`config.mk`:
```
export PLATFORM = sky130hd
export DESIGN_NAME = flap_input
export DESIGN_NICKNAME = d
export VERILOG_FILES = /design/src/rtl/flap_input_pkg.sv /design/src/rtl/flap_input_debouncer.sv /design/src/rtl/flap_input.sv
export SDC_FILE = /design/constraint.sdc
export NUM_CORES = 1
export LEC_CHECK = 0
export ABC_CLOCK_PERIOD_IN_PS = 2550
export CAP_MARGIN = 20
export CORE_ASPECT_RATIO = 0.7
export CORE_MARGIN = 3
export CORE_UTILIZATION = 50
export DETAILED_ROUTE_END_ITERATION = 16
export DONT_BUFFER_PORTS = 1
export PLACE_DENSITY = 0.68
export SYNTH_ARGS = -nofsm -noshare
export SYNTH_HDL_FRONTEND = slang
export SYNTH_SLANG_ARGS = --single-unit
```
`constraint.sdc`:
```
create_clock -name clk -period 2.55 [get_ports clk]
set_input_delay 0.6375 -clock clk [delete_from_list [all_inputs] [get_ports clk]]
set_output_delay 0.6375 -clock clk [all_outputs]
set_load 0.05 [all_outputs]
```
`src/rtl/flap_input_pkg.sv`:
```
// Shared game-control definitions: debounce FSM encoding, default timing
// constants and the flap arbitration decision used by flap_input.
package flap_input_pkg;

  typedef enum logic [1:0] {
    RELEASED     = 2'd0,
    PRESS_WAIT   = 2'd1,
    PRESSED      = 2'd2,
    RELEASE_WAIT = 2'd3
  } debounce_state_t;

  // Defaults sized for the pixel clock: ~1 ms debounce, ~100 ms between flaps.
  localparam int unsigned SYNC_STAGES_DEFAULT     = 2;
  localparam int unsigned DEBOUNCE_CYCLES_DEFAULT = 65000;
  localparam int unsigned HOLDOFF_CYCLES_DEFAULT  = 6500000;

  typedef enum logic [2:0] {
    ACT_IDLE       = 3'd0,
    ACT_FLUSH      = 3'd1,
    ACT_FLUSH_DROP = 3'd2,
    ACT_FLAP       = 3'd3,
    ACT_BUFFER     = 3'd4,
    ACT_DROP       = 3'd5
  } arb_action_t;

  function automatic logic is_held(input debounce_state_t st);
    return (st == PRESSED) || (st == RELEASE_WAIT);
  endfunction

  // Priority: disabled game wins, then an expired holdoff, then buffering.
  function automatic arb_action_t arbitrate(input logic en,
                                            input logic hold_done,
                                            input logic pending,
                                            input logic press_evt);
    arb_action_t act;
    act = ACT_IDLE;
    if (!en) begin
      act = press_evt ? ACT_FLUSH_DROP : ACT_FLUSH;
    end else if (hold_done && (pending || press_evt)) begin
      act = ACT_FLAP;
    end else if (press_evt) begin
      act = pending ? ACT_DROP : ACT_BUFFER;
    end
    return act;
  endfunction

endpackage

```
`src/rtl/flap_input_debouncer.sv`:
```
// Synchronizes the raw button level and debounces it; emits the debounced
// level and a one-cycle event when a press is accepted.
module flap_input_debouncer
  import flap_input_pkg::*;
#(
  parameter int unsigned SYNC_STAGES     = SYNC_STAGES_DEFAULT,
  parameter int unsigned DEBOUNCE_CYCLES = DEBOUNCE_CYCLES_DEFAULT
) (
  input  logic clk,
  input  logic rst,
  input  logic left_async,
  output logic held,
  output logic press_evt
);

  localparam int CW = $clog2(DEBOUNCE_CYCLES + 1);
  localparam logic [CW-1:0] CNT_ONE  = CW'(1);
  localparam logic [CW-1:0] CNT_LAST = CW'(DEBOUNCE_CYCLES);

  logic [SYNC_STAGES-1:0] sync;
  logic                   s;
  debounce_state_t        state;
  debounce_state_t        state_next;
  logic [CW-1:0]          cnt;
  logic [CW-1:0]          cnt_next;
  logic [CW-1:0]          cnt_inc;
  logic                   evt_next;
  logic                   held_next;

  // NOTE: sequential state is assigned with <= so every flop samples the
  // pre-edge value of its neighbours; blocking here would collapse the chain.
  always_ff @(posedge clk) begin
    if (!rst) begin
      sync <= '0;
    end else begin
      sync <= {sync[SYNC_STAGES-2:0], left_async};
    end
  end

  assign s       = sync[SYNC_STAGES-1];
  assign cnt_inc = cnt + CNT_ONE;

  always_ff @(posedge clk) begin
    if (!rst) begin
      state     <= RELEASED;
      cnt       <= '0;
      press_evt <= 1'b0;
      held      <= 1'b0;
    end else begin
      state     <= state_next;
      cnt       <= cnt_next;
      press_evt <= evt_next;
      held      <= held_next;
    end
  end

  // The sample that starts a wait counts as the first stable sample, so a
  // single-cycle debounce switches state on the first differing sample.
  // NOTE: every output of this block gets a default first so no path can
  // leave a variable unassigned and infer a latch.
  always_comb begin
    state_next = state;
    cnt_next   = cnt;
    evt_next   = 1'b0;
    unique case (state)
      RELEASED: begin
        if (s) begin
          if (CNT_ONE == CNT_LAST) begin
            state_next = PRESSED;
            evt_next   = 1'b1;
            cnt_next   = '0;
          end else begin
            state_next = PRESS_WAIT;
            cnt_next   = CNT_ONE;
          end
        end
      end
      PRESS_WAIT: begin
        if (!s) begin
          state_next = RELEASED;
          cnt_next   = '0;
        end else if (cnt_inc == CNT_LAST) begin
          state_next = PRESSED;
          evt_next   = 1'b1;
          cnt_next   = '0;
        end else begin
          cnt_next = cnt_inc;
        end
      end
      PRESSED: begin
        if (!s) begin
          if (CNT_ONE == CNT_LAST) begin
            state_next = RELEASED;
            cnt_next   = '0;
          end else begin
            state_next = RELEASE_WAIT;
            cnt_next   = CNT_ONE;
          end
        end
      end
      RELEASE_WAIT: begin
        if (s) begin
          state_next = PRESSED;
          cnt_next   = '0;
        end else if (cnt_inc == CNT_LAST) begin
          state_next = RELEASED;
          cnt_next   = '0;
        end else begin
          cnt_next = cnt_inc;
        end
      end
      default: begin
        state_next = RELEASED;
        cnt_next   = '0;
      end
    endcase
  end

  always_comb begin
    held_next = is_held(state);
  end

endmodule

```
`src/rtl/flap_input.sv`:
```
// Turns the raw mouse left-button level into rate-limited flap requests,
// buffering at most one press that arrives during the holdoff window.
module flap_input
  import flap_input_pkg::*;
#(
  parameter int unsigned SYNC_STAGES     = SYNC_STAGES_DEFAULT,
  parameter int unsigned DEBOUNCE_CYCLES = DEBOUNCE_CYCLES_DEFAULT,
  parameter int unsigned HOLDOFF_CYCLES  = HOLDOFF_CYCLES_DEFAULT
) (
  input  logic clk,
  input  logic rst,
  input  logic left_async,
  input  logic enable,
  output logic flap,
  output logic held,
  output logic dropped
);

  localparam int HW = $clog2(HOLDOFF_CYCLES + 1);
  localparam logic [HW-1:0] HOLD_LOAD = HW'(HOLDOFF_CYCLES);
  localparam logic [HW-1:0] HOLD_ONE  = HW'(1);

  logic          press_evt;
  logic [HW-1:0] hcnt;
  logic [HW-1:0] hcnt_next;
  logic          pending;
  logic          pending_next;
  logic          flap_next;
  logic          dropped_next;
  arb_action_t   action;

  flap_input_debouncer #(
    .SYNC_STAGES    (SYNC_STAGES),
    .DEBOUNCE_CYCLES(DEBOUNCE_CYCLES)
  ) u_debouncer (
    .clk       (clk),
    .rst       (rst),
    .left_async(left_async),
    .held      (held),
    .press_evt (press_evt)
  );

  assign action = arbitrate(enable, (hcnt == '0), pending, press_evt);

  always_comb begin
    pending_next = pending;
    flap_next    = 1'b0;
    dropped_next = 1'b0;
    unique case (action)
      ACT_FLUSH: begin
        pending_next = 1'b0;
      end
      ACT_FLUSH_DROP: begin
        pending_next = 1'b0;
        dropped_next = 1'b1;
      end
      ACT_FLAP: begin
        flap_next    = 1'b1;
        pending_next = 1'b0;
      end
      ACT_BUFFER: begin
        pending_next = 1'b1;
      end
      ACT_DROP: begin
        dropped_next = 1'b1;
      end
      default: begin
        pending_next = pending;
      end
    endcase
  end

  // Holdoff keeps running while the game is disabled so a re-enable after a
  // long pause accepts the next press immediately.
  always_comb begin
    if (flap_next) begin
      hcnt_next = HOLD_LOAD;
    end else if (hcnt != '0) begin
      hcnt_next = hcnt - HOLD_ONE;
    end else begin
      hcnt_next = hcnt;
    end
  end

  always_ff @(posedge clk) begin
    if (!rst) begin
      hcnt    <= '0;
      pending <= 1'b0;
      flap    <= 1'b0;
      dropped <= 1'b0;
    end else begin
      hcnt    <= hcnt_next;
      pending <= pending_next;
      flap    <= flap_next;
      dropped <= dropped_next;
    end
  end

endmodule
```
==> reports/qor.yml, run 1 <==
job:
  cap_viol_max_count: 0
critical_path:
  cp-start-kind: "register"
  crit_required_ns: 2.75
  crit_buf_inv: 1
  arrival_ns: 2.63
  path_max_fanout: 8
  worstSetupPathType: "reg -> reg"
  max_stage_delay_ns: 0.45
  crit_path_end_kind: "register"
  crit_family: "compound AO/OA/AOI/OAI gates"
  slowest_stage: "or4_4"
  path_cells: "ha_2, nand3_1, or4_4, a211oi_4, o221ai_2, o31ai_4, buf_4, o21bai_1, a21o_1"
routing:
  drtIter0Drc: 169
  vias: 2047
  routed_wl_um: 4960
  maxUsedRoutingLayer: "met4"
  vias_per_cell: 5.78
  drt_pass1_iterations: 5
  m1WireLength_um: 2720
  met2_length_um: 1850
  wl_per_cell_um: 14.0
  ant_nets: 0
  drc: 0
  met3_length_um: 363
floorplanning:
  ioPinCount: 7
  fp.dieH_um: 63.8
  core_area_um2: 4480
  die_w_um: 88.6
  rows: 20
  start_util_pct: 53.3
  dieArea_um2: 5650
timing:
  relSlewSlack_pct: 67.5
  finalMaxSlewViolations: 0
  setup_violations: 0
  tightest_slew_ns: 0.487
  rsz0062_at_grt: "false"
  clock_skew_ns: 0.00691
  fin_crit_ns: 2.43
  fmax_mhz: 412
  layout_setup_ws_ns: 0.121
  fin_setup_tns_ns: 0
  finalHoldViolCount: 0
  fin_crit_sh_pct: 95.3
clock_network:
  ctsLongestPathBuffers: 2
  root_buffer: "clkbuf_8"
  cts_tree: "built"
  cts_setup_buffers: 0
  cts-htree-levels: 2
  clkTransAtPathRegs_ns: 0.09
  cts_made_buffers: 5
  clock_latency_ns: 0.30
  clock-sinks: 48
cells_and_area:
  area_delta_synth_final_pct: 12.6
  layout.nets: 304
  instances_no_fill: 354
  drive_gt1_share_pct: 15.1
  n_antenna_cell: 0
  fin_util_pct: 60.0
  final_area_um2: 2690
logic_synthesis:
  synth-edff-count: 0
  synth-seq-area-share_pct: 40.3
  synthAdderAreaFrac_pct: 1.05
  syn-num-nets: 289
  synth_top_family_by_area: "simple AND/OR/NAND/NOR gates"
  synth_area_per_cell_um2: 8.43
  syn_inst: 283
  ys_top_cells_by_area: "dfxtp_1, nand2_1, nor2_1, a21oi_1, or3_1"
  yosysTopAreaCell: "dfxtp_1"
  synth_top_area_share_pct: 40.3
  synth_area_um2: 2390
  ys_types: 52
  synth-async-reset-ratio_pct: 0
  yosys_register_bits: 48
  synthXorXnorAreaFrac_pct: 6.61
  synth-main-ff-cell: "dfxtp_1"
  synth_common_cells: "dfxtp_1, nand2_1, nor2_1, a21oi_1"
  ys_warn_count: 0
  muxShareOfSynthArea_pct: 0.839
  synth_simple_gate_area_share_pct: 30.3
  synth.most_common_cell: "dfxtp_1"
  synth-compound-area-share_pct: 17.3
power_and_ir_drop:
  ir_drop_mv: 0.775
  p_leak_nw: 1.07
  power_density_nw_per_um2: 931
global_route:
  grt_max_degree: 16
  grt_pass1_vias: 1935
  grt_pass1_wl_um: 9230
  antenna_found_initial: 0
  grt_overflow: 0
  grt.total_usage_pct: 20.4
placed_design:
  dp_cells: 346
  placed_area_um2: 2540
  pre_cts_ws_ns: -0.0137
  port_buffers: 0
  hpwl_um: 3650
  place.gp.congestion: 0.911
outcome:
  status: "finished clean"
worst_hold_path:
  hp-class: "in -> reg"
==> metal layers <==
metal  global-route usage [%]  vias up
met2                     26.0       60
met3                     5.67        5
met4                     3.96        0
met5                        0        -
li1                         -     1046
met1                     33.3      936
==> flip-flops by register name, summed over array words and instances, names as in the netlist, named ones only <==
| name | count |
|---|---|
| hcnt | 23 |
| u_debouncer.cnt | 16 |
| u_debouncer.sync | 2 |
| dropped | 1 |
| flap | 1 |
| pending | 1 |
| u_debouncer.held | 1 |
| u_debouncer.press_evt | 1 |
| u_debouncer.state | 1 |
==> cells in the final DEF, fill, tap and decap left out, drive strengths merged, types with 4 or more instances in the layout <==
cell type / instances
a211oi: 4
a21o: 5
a21oi: 19
a31oi: 5
and2: 5
and3: 5
buf: 20
clkbuf: 6
dfxtp: 48
inv: 6
nand2: 31
nand3: 11
nand4: 5
nor2: 29
nor3: 13
nor3b: 4
nor4: 7
o21ai: 6
o31ai: 4
or3: 13
xnor2: 9
xor2: 9
==> repair_timing <==
item	CTS	global route
endpoints found under the hold margin	0	0
endpoints found under the setup margin	1	15
hold buffers	0	0
gates resized for setup	2	5
==> power breakdown <==
part | internal [mW] | switching (mW) | leakage (nW)
combinational | 0.405 | 0.517 | 0.615
sequential | 0.883 | 0.120 | 0.392
clock | 0.321 | 0.256 | 0.0614
total | 1.61 | 0.893 | 1.07
==> worst register-to-register path: cells and delay by family, from the launching register on <==
| kind | cells | cell delay, ns |
|---|---|---|
| simple gates | 2 | 0.56 |
| flops | 1 | 0.38 |
| compound gates | 5 | 0.98 |
| buf+inv | 1 | 0.20 |
| fa+ha+maj | 1 | 0.22 |
==> through the flow <==
step / hold WS (ns) / power, mW
after detailed placement: 0.419 / 1.93
after CTS: 0.415 / 2.52
after floorplan: 0.408 / 1.75
after global routing: 0.409 / 2.72
after global placement: 0.420 / 1.92
final: 0.424 / 2.50
==> final cells by class <==
class                   instances  area [µm²]
fillers                       403        1790
multi-input cells             217        1360
flip-flops and latches         48         965
repair buffers                 20         150
clock buffers                   6        82.6
well taps                      55        68.8
clock inverters                 2        38.8
inverters                       6        22.5
==> final timing paths <==
| kind | startpoint | endpoint | slack [ns] | cells after the start |
|---|---|---|---|---|
| min reg2reg | u_debouncer.press_evt$_SDFF_PN0_ | dropped$_SDFF_PN0_ | 0.44 | 2 |
| max | u_debouncer.cnt[0]$_SDFFE_PN0P_ | u_debouncer.cnt[2]$_SDFFE_PN0P_ | 0.12 | 9 |
| max reg2reg | u_debouncer.cnt[0]$_SDFFE_PN0P_ | u_debouncer.cnt[2]$_SDFFE_PN0P_ | 0.12 | 9 |
| min | enable | dropped$_SDFF_PN0_ | 0.42 | 1 |
==> cell families after synthesis <==
| group | after synthesis |
|---|---|
| XOR/XNOR | 18 |
| buffers and inverters | 18 |
| AO/OA/AOI/OAI | 59 |
| AND/OR/NAND/NOR | 136 |
| flip-flops | 48 |
| adder cells (fa/ha/maj) | 2 |
| multiplexers | 2 |
Note: power is estimated with default switching activity, not from simulation.
==> run 2, diff against run 1 <==
CORE_MARGIN = not set   (was 3)
HOLD_SLACK_MARGIN = 0.02   (was not set)
==> reports/qor.yml, run 2 (synthesized netlist as in run 1, its figures left out) <==
floorplanning:
  fp.dieH_um: 59.8  # -6.3%
  ioPinCount: 7  # unchanged
  core_area_um2: 4450  # -0.56%
  dieArea_um2: 5060  # -11%
  start_util_pct: 53.6  # +0.30 points
  rows: 20  # unchanged
  die_w_um: 84.6  # -4.5%
timing:
  layout_setup_ws_ns: 0.110  # -0.0107 ns
  clock_skew_ns: 0.00544  # -0.00146 ns
  finalMaxSlewViolations: 0  # unchanged
  fin_setup_tns_ns: 0  # unchanged
  fin_crit_ns: 2.44  # +0.0107 ns
  finalHoldViolCount: 0  # unchanged
  fmax_mhz: 410  # -0.44%
  setup_violations: 0  # unchanged
  whs_ns: 0.413  # -0.0107 ns
  fin_crit_sh_pct: 95.7  # +0.42 points
  relSlewSlack_pct: 67.9  # +0.39 points
  tightest_slew_ns: 0.481  # -0.00587 ns
cells_and_area:
  n_antenna_cell: 0  # unchanged
  layout.nets: 302  # -0.66%
  fin_util_pct: 59.8  # -0.20 points
  largest_reg_flops: 23  # unchanged
  top_register: "hcnt"
  reg_top3: "hcnt (23), u_debouncer.cnt (16), u_debouncer.sync (2)"
  drive_gt1_share_pct: 14.1  # -0.91 points
  mostFrequentLayoutCells: "dfxtp_1, nand2_1, nor2_1"
  area_delta_synth_final_pct: 11.6
  final_area_um2: 2660  # -0.89%
  final_common_cell: "dfxtp_1"
placed_design:
  place.gp.congestion: 0.859  # -5.7%
  hpwl_um: 3680  # +0.88%
  port_buffers: 0  # unchanged
  pre_cts_ws_ns: 0.0548  # +0.0684 ns
  placed_area_um2: 2520  # -0.59%
routing:
  routed_wl_um: 5100  # +2.8%
  wl_per_cell_um: 14.5  # +3.4%
  drtIter0Drc: 172  # +1.8%
  vias: 2072  # +1.2%
  ant_nets: 0  # unchanged
  vias_per_cell: 5.89  # +1.8%
  drc: 0  # unchanged
  drt_pass1_iterations: 4  # -1
worst_hold_path:
  hp-class: "in -> reg"
critical_path:
  crit_required_ns: 2.74  # about the same
  cp-start-kind: "register"
  slowest_stage: "dfxtp_1"
  path_cells: "nand4_1, nor4_2, xor2_1, o221ai_1, o31ai_4, buf_6, nor2_1, a211o_1"
  crit_path_end_kind: "register"
  path_max_fanout: 6  # -2
  arrival_ns: 2.64  # about the same
  max_stage_delay_ns: 0.48  # +0.03 ns
  worstSetupPathType: "reg -> reg"
job:
  cap_viol_max_count: 0  # unchanged
global_route:
  grt_max_degree: 16  # unchanged
  grt_pass1_vias: 1615  # -17%
  antenna_found_initial: 0  # unchanged
  grt.total_usage_pct: 21.1  # +0.70 points
  grt_overflow: 0  # unchanged
  grt_pass1_wl_um: 8270  # -10%
clock_network:
  cts_tree: "built"
  clkTransAtPathRegs_ns: 0.09  # about the same
  cts-htree-levels: 2  # unchanged
  clock_latency_ns: 0.30  # about the same
  ctsLongestPathBuffers: 2  # unchanged
  clock-sinks: 48  # unchanged
  postCtsHoldBufs: 0  # unchanged
  root_buffer: "clkbuf_8"
  cts_made_buffers: 5  # unchanged
power_and_ir_drop:
  p_leak_nw: 1.06  # -0.91%
  ir_drop_mv: 0.604  # -22%
  power_density_nw_per_um2: 949  # +1.9%
outcome:
  status: "finished clean"
==> run 2: power by group <==
group          total [mW]  internal (mW)  switching, mW
Sequential           1.01          0.883          0.123
Combinational       0.936          0.404          0.533
Clock               0.585          0.321          0.264
Total                2.53           1.61          0.919
==> run 2: area by class of cell <==
| class | count | area, µm² |
|---|---|---|
| fillers | 388 | 1790 |
| clock buffers | 6 | 82.6 |
| inverters | 6 | 22.5 |
| repair buffers | 18 | 139 |
| multi-input cells | 217 | 1350 |
| well taps | 55 | 68.8 |
| clock inverters | 2 | 38.8 |
| flip-flops and latches | 48 | 965 |
==> run 2: final timing paths <==
kind	from	end	slack [ns]	cells past startpoint
min reg2reg	u_debouncer.press_evt$_SDFF_PN0_	dropped$_SDFF_PN0_	0.44	2
max	u_debouncer.cnt[8]$_SDFFE_PN0P_	u_debouncer.cnt[13]$_SDFFE_PN0P_	0.11	8
min	enable	dropped$_SDFF_PN0_	0.41	1
max reg2reg	u_debouncer.cnt[8]$_SDFFE_PN0P_	u_debouncer.cnt[13]$_SDFFE_PN0P_	0.11	8
==> run 2: per-stage QoR <==
stage | power (mW) | std cells
floorplan | 1.75 | 283
global placement | 1.92 | 344
detailed placement | 1.94 | 344
CTS | 2.54 | 352
global route | 2.71 | 352
finish | 2.53 | 352
==> run 2: repair_timing <==
action	4_1_cts	5_1_grt
resized for setup	0	6
setup buffers	0	0
setup endpoints to repair	0	13
==> run 2: worst max-delay path: cells and delay by family, from the launching register on <==
family,cells,cell delay (ns)
AOI/OAI and AO/OA,3,0.80
and+or+nand+nor,3,0.66
DFF,1,0.48
xor gates and xnor gates,1,0.24
buffers and inverters,1,0.16
==> run 2: routing by layer <==
layer / vias to the layer above / GRT usage, % / routed length [µm]
li1: 1044 / - / -
met1: 945 / 36.5 / 2900
met2: 79 / 25.1 / 1860
met3: 4 / 4.14 / 323
met4: 0 / 3.63 / 20
met5: - / 0 / 0
==> run 3, diff against run 2 <==
CORE_MARGIN = 1.5   (was not set)
CTS_CLUSTER_DIAMETER = 40   (was not set)
==> reports/qor.yml, run 3 (synthesized netlist as in run 1, its figures left out) <==
outcome:
  status: "finished clean"
floorplanning:
  dieArea_um2: 5200  # +2.9%
  ioPinCount: 7  # unchanged
  fp.dieH_um: 60.8  # +1.7%
  start_util_pct: 53.6  # unchanged
  rows: 20  # unchanged
  die_w_um: 85.6  # +1.2%
  core_area_um2: 4450  # unchanged
power_and_ir_drop:
  p_leak_nw: 1.08  # +1.8%
  p_int_mw: 1.58  # -1.5%
  power_density_nw_per_um2: 920  # -3.1%
  power_mw: 2.50  # -1.1%
  pwr-share-seq_pct: 40.1  # +0.3 points
  pwr-share-comb_pct: 37.3  # +0.3 points
  clockPowerShare_pct: 22.5  # -0.6 points
  swShare_pct: 36.6  # +0.26 points
  ir_drop_mv: 0.569  # -5.8%
  switching_power_uw: 916  # -0.39%
cells_and_area:
  largest_reg_flops: 23  # unchanged
  drive_gt1_share_pct: 16.2  # +2.1 points
  final_common_cell: "dfxtp_1"
  n_antenna_cell: 0  # unchanged
  reg_top3: "hcnt (23), u_debouncer.cnt (16), u_debouncer.sync (2)"
  fin_util_pct: 61.0  # +1.2 points
  mostFrequentLayoutCells: "dfxtp_1, nand2_1, nor2_1"
  instances_no_fill: 357  # +1.4%
  fill_cells: 392  # +1.0%
  seqCellArea_um2: 966  # +0.13%
  multi_input_area_um2: 1370  # +1.7%
  area_delta_synth_final_pct: 13.9
  final_area_um2: 2720  # +2.1%
  top_register: "hcnt"
  layout.nets: 307  # +1.7%
routing:
  vias: 2096  # +1.2%
  ant_nets: 0  # unchanged
  drc: 0  # unchanged
  drtIter0Drc: 179  # +4.1%
  drt_pass1_iterations: 4  # unchanged
  vias_per_cell: 5.87  # -0.26%
  routed_wl_um: 5260  # +3.1%
  wl_per_cell_um: 14.7  # +1.7%
clock_network:
  root_buffer: "clkbuf_8"
  clock_latency_ns: 0.30  # about the same
  cts-htree-levels: 2  # unchanged
  clkTransAtPathRegs_ns: 0.10  # about the same
  cts_tree: "built"
  clock-sinks: 48  # unchanged
  cts_setup_buffers: 0  # unchanged
  cts_made_buffers: 5  # unchanged
  ctsLongestPathBuffers: 2  # unchanged
global_route:
  grt_use_met3_pct: 5.44  # +1.3 points
  antenna_found_initial: 0  # unchanged
  grt.total_usage_pct: 21.6  # +0.55 points
  grt_max_degree: 17  # +1
  grt_pass1_wl_um: 8830  # +6.7%
  use_met2_pct: 29.5  # +4.4 points
  grt_overflow: 0  # unchanged
  grt_busiest_layer: "met1"
  grt_pass1_vias: 1796  # +11%
  use_met1_pct: 34.6  # -2.0 points
critical_path:
  crit_path_end_kind: "register"
  arrival_ns: 2.65  # about the same
  worstSetupPathType: "reg -> reg"
  path_max_fanout: 8  # +2
  cp-start-kind: "register"
  crit_required_ns: 2.74  # about the same
  ff2ff_path_depth: 8  # unchanged
placed_design:
  placed_area_um2: 2560  # +1.5%
  place.gp.congestion: 0.967  # +13%
  port_buffers: 0  # unchanged
  dp_cells: 349  # +1.5%
  hpwl_um: 3790  # +2.9%
timing:
  fmax_mhz: 407  # -0.59%
  tightest_slew_ns: 0.526  # +0.0446 ns
  finalHoldViolCount: 0  # unchanged
  finalMaxSlewViolations: 0  # unchanged
  relSlewSlack_pct: 64.7  # -3.2 points
  fin_crit_ns: 2.45  # +0.0144 ns
  clock_skew_ns: 0.0101  # +0.00461 ns
  fin_setup_tns_ns: 0  # unchanged
  fin_crit_sh_pct: 96.3  # +0.57 points
  setup_violations: 0  # unchanged
worst_hold_path:
  hold_path_depth: 1  # unchanged
  hp-class: "in -> reg"
job:
  cap_viol_max_count: 0  # unchanged
run 3: path summary, 6_finish.rpt:
| kind | end | slack (ns) | from |
|---|---|---|---|
| worst max-delay path | u_debouncer.cnt[13]$_SDFFE_PN0P_ | 0.1 | u_debouncer.cnt[4]$_SDFFE_PN0P_ |
| worst min-delay path | dropped$_SDFF_PN0_ | 0.41 | enable |
| worst max register to register | u_debouncer.cnt[13]$_SDFFE_PN0P_ | 0.1 | u_debouncer.cnt[4]$_SDFFE_PN0P_ |
| worst min register to register | u_debouncer.sync[1]$_SDFF_PN0_ | 0.44 | u_debouncer.sync[0]$_SDFF_PN0_ |
run 3: repair_timing:
action,in CTS,in global routing
hold buffers,0,0
endpoints found under the hold margin,0,0
endpoints found under the setup margin,3,16
gates resized for setup,2,8
pin swaps,0,1
run 3: final cells by class:
| class | count | area share, % |
|---|---|---|
| well taps | 55 | 2.53 |
| clock buffers | 5 | 2.53 |
| clock inverters | 3 | 1.70 |
| inverters | 6 | 0.829 |
| multi-input cells | 217 | 50.4 |
| repair buffers | 23 | 6.49 |
| flip-flops and latches | 48 | 35.5 |
run 3: per-layer routing:
layer,vias to the layer above,part of all wire (%)
met5,-,0
met3,4,6.6
met2,65,39
met4,0,0.25
met1,975,55
li1,1052,-
run 3: power by group through the flow:
stage | Combinational (mW) | Sequential (mW) | Clock [mW]
after floorplan | 0.755 | 0.995 | 0
after global placement | 0.912 | 1.02 | 0
after detailed placement | 0.922 | 1.02 | 0
after CTS | 0.929 | 1.00 | 0.571
after global routing | 1.08 | 1.02 | 0.602
final | 0.933 | 1.00 | 0.563
run 3: worst max-delay path: stages (launching register included):
cell and delay, ns:
dfxtp_1 0.48, nand2_1 0.12, or4_4 0.53, a211oi_4 0.29, o221ai_2 0.17, o31ai_4 0.32
buf_4 0.17, nor3_1 0.04, a211o_1 0.23
run 3: per-stage QoR:
step	setup slack (ns)	hold slack, ns
after CTS	0.0174	0.421
final	0.0954	0.415
after global placement	0.0439	0.419
after floorplan	0.149	0.408
after global routing	-0.0194	0.416
after detailed placement	-0.0341	0.420
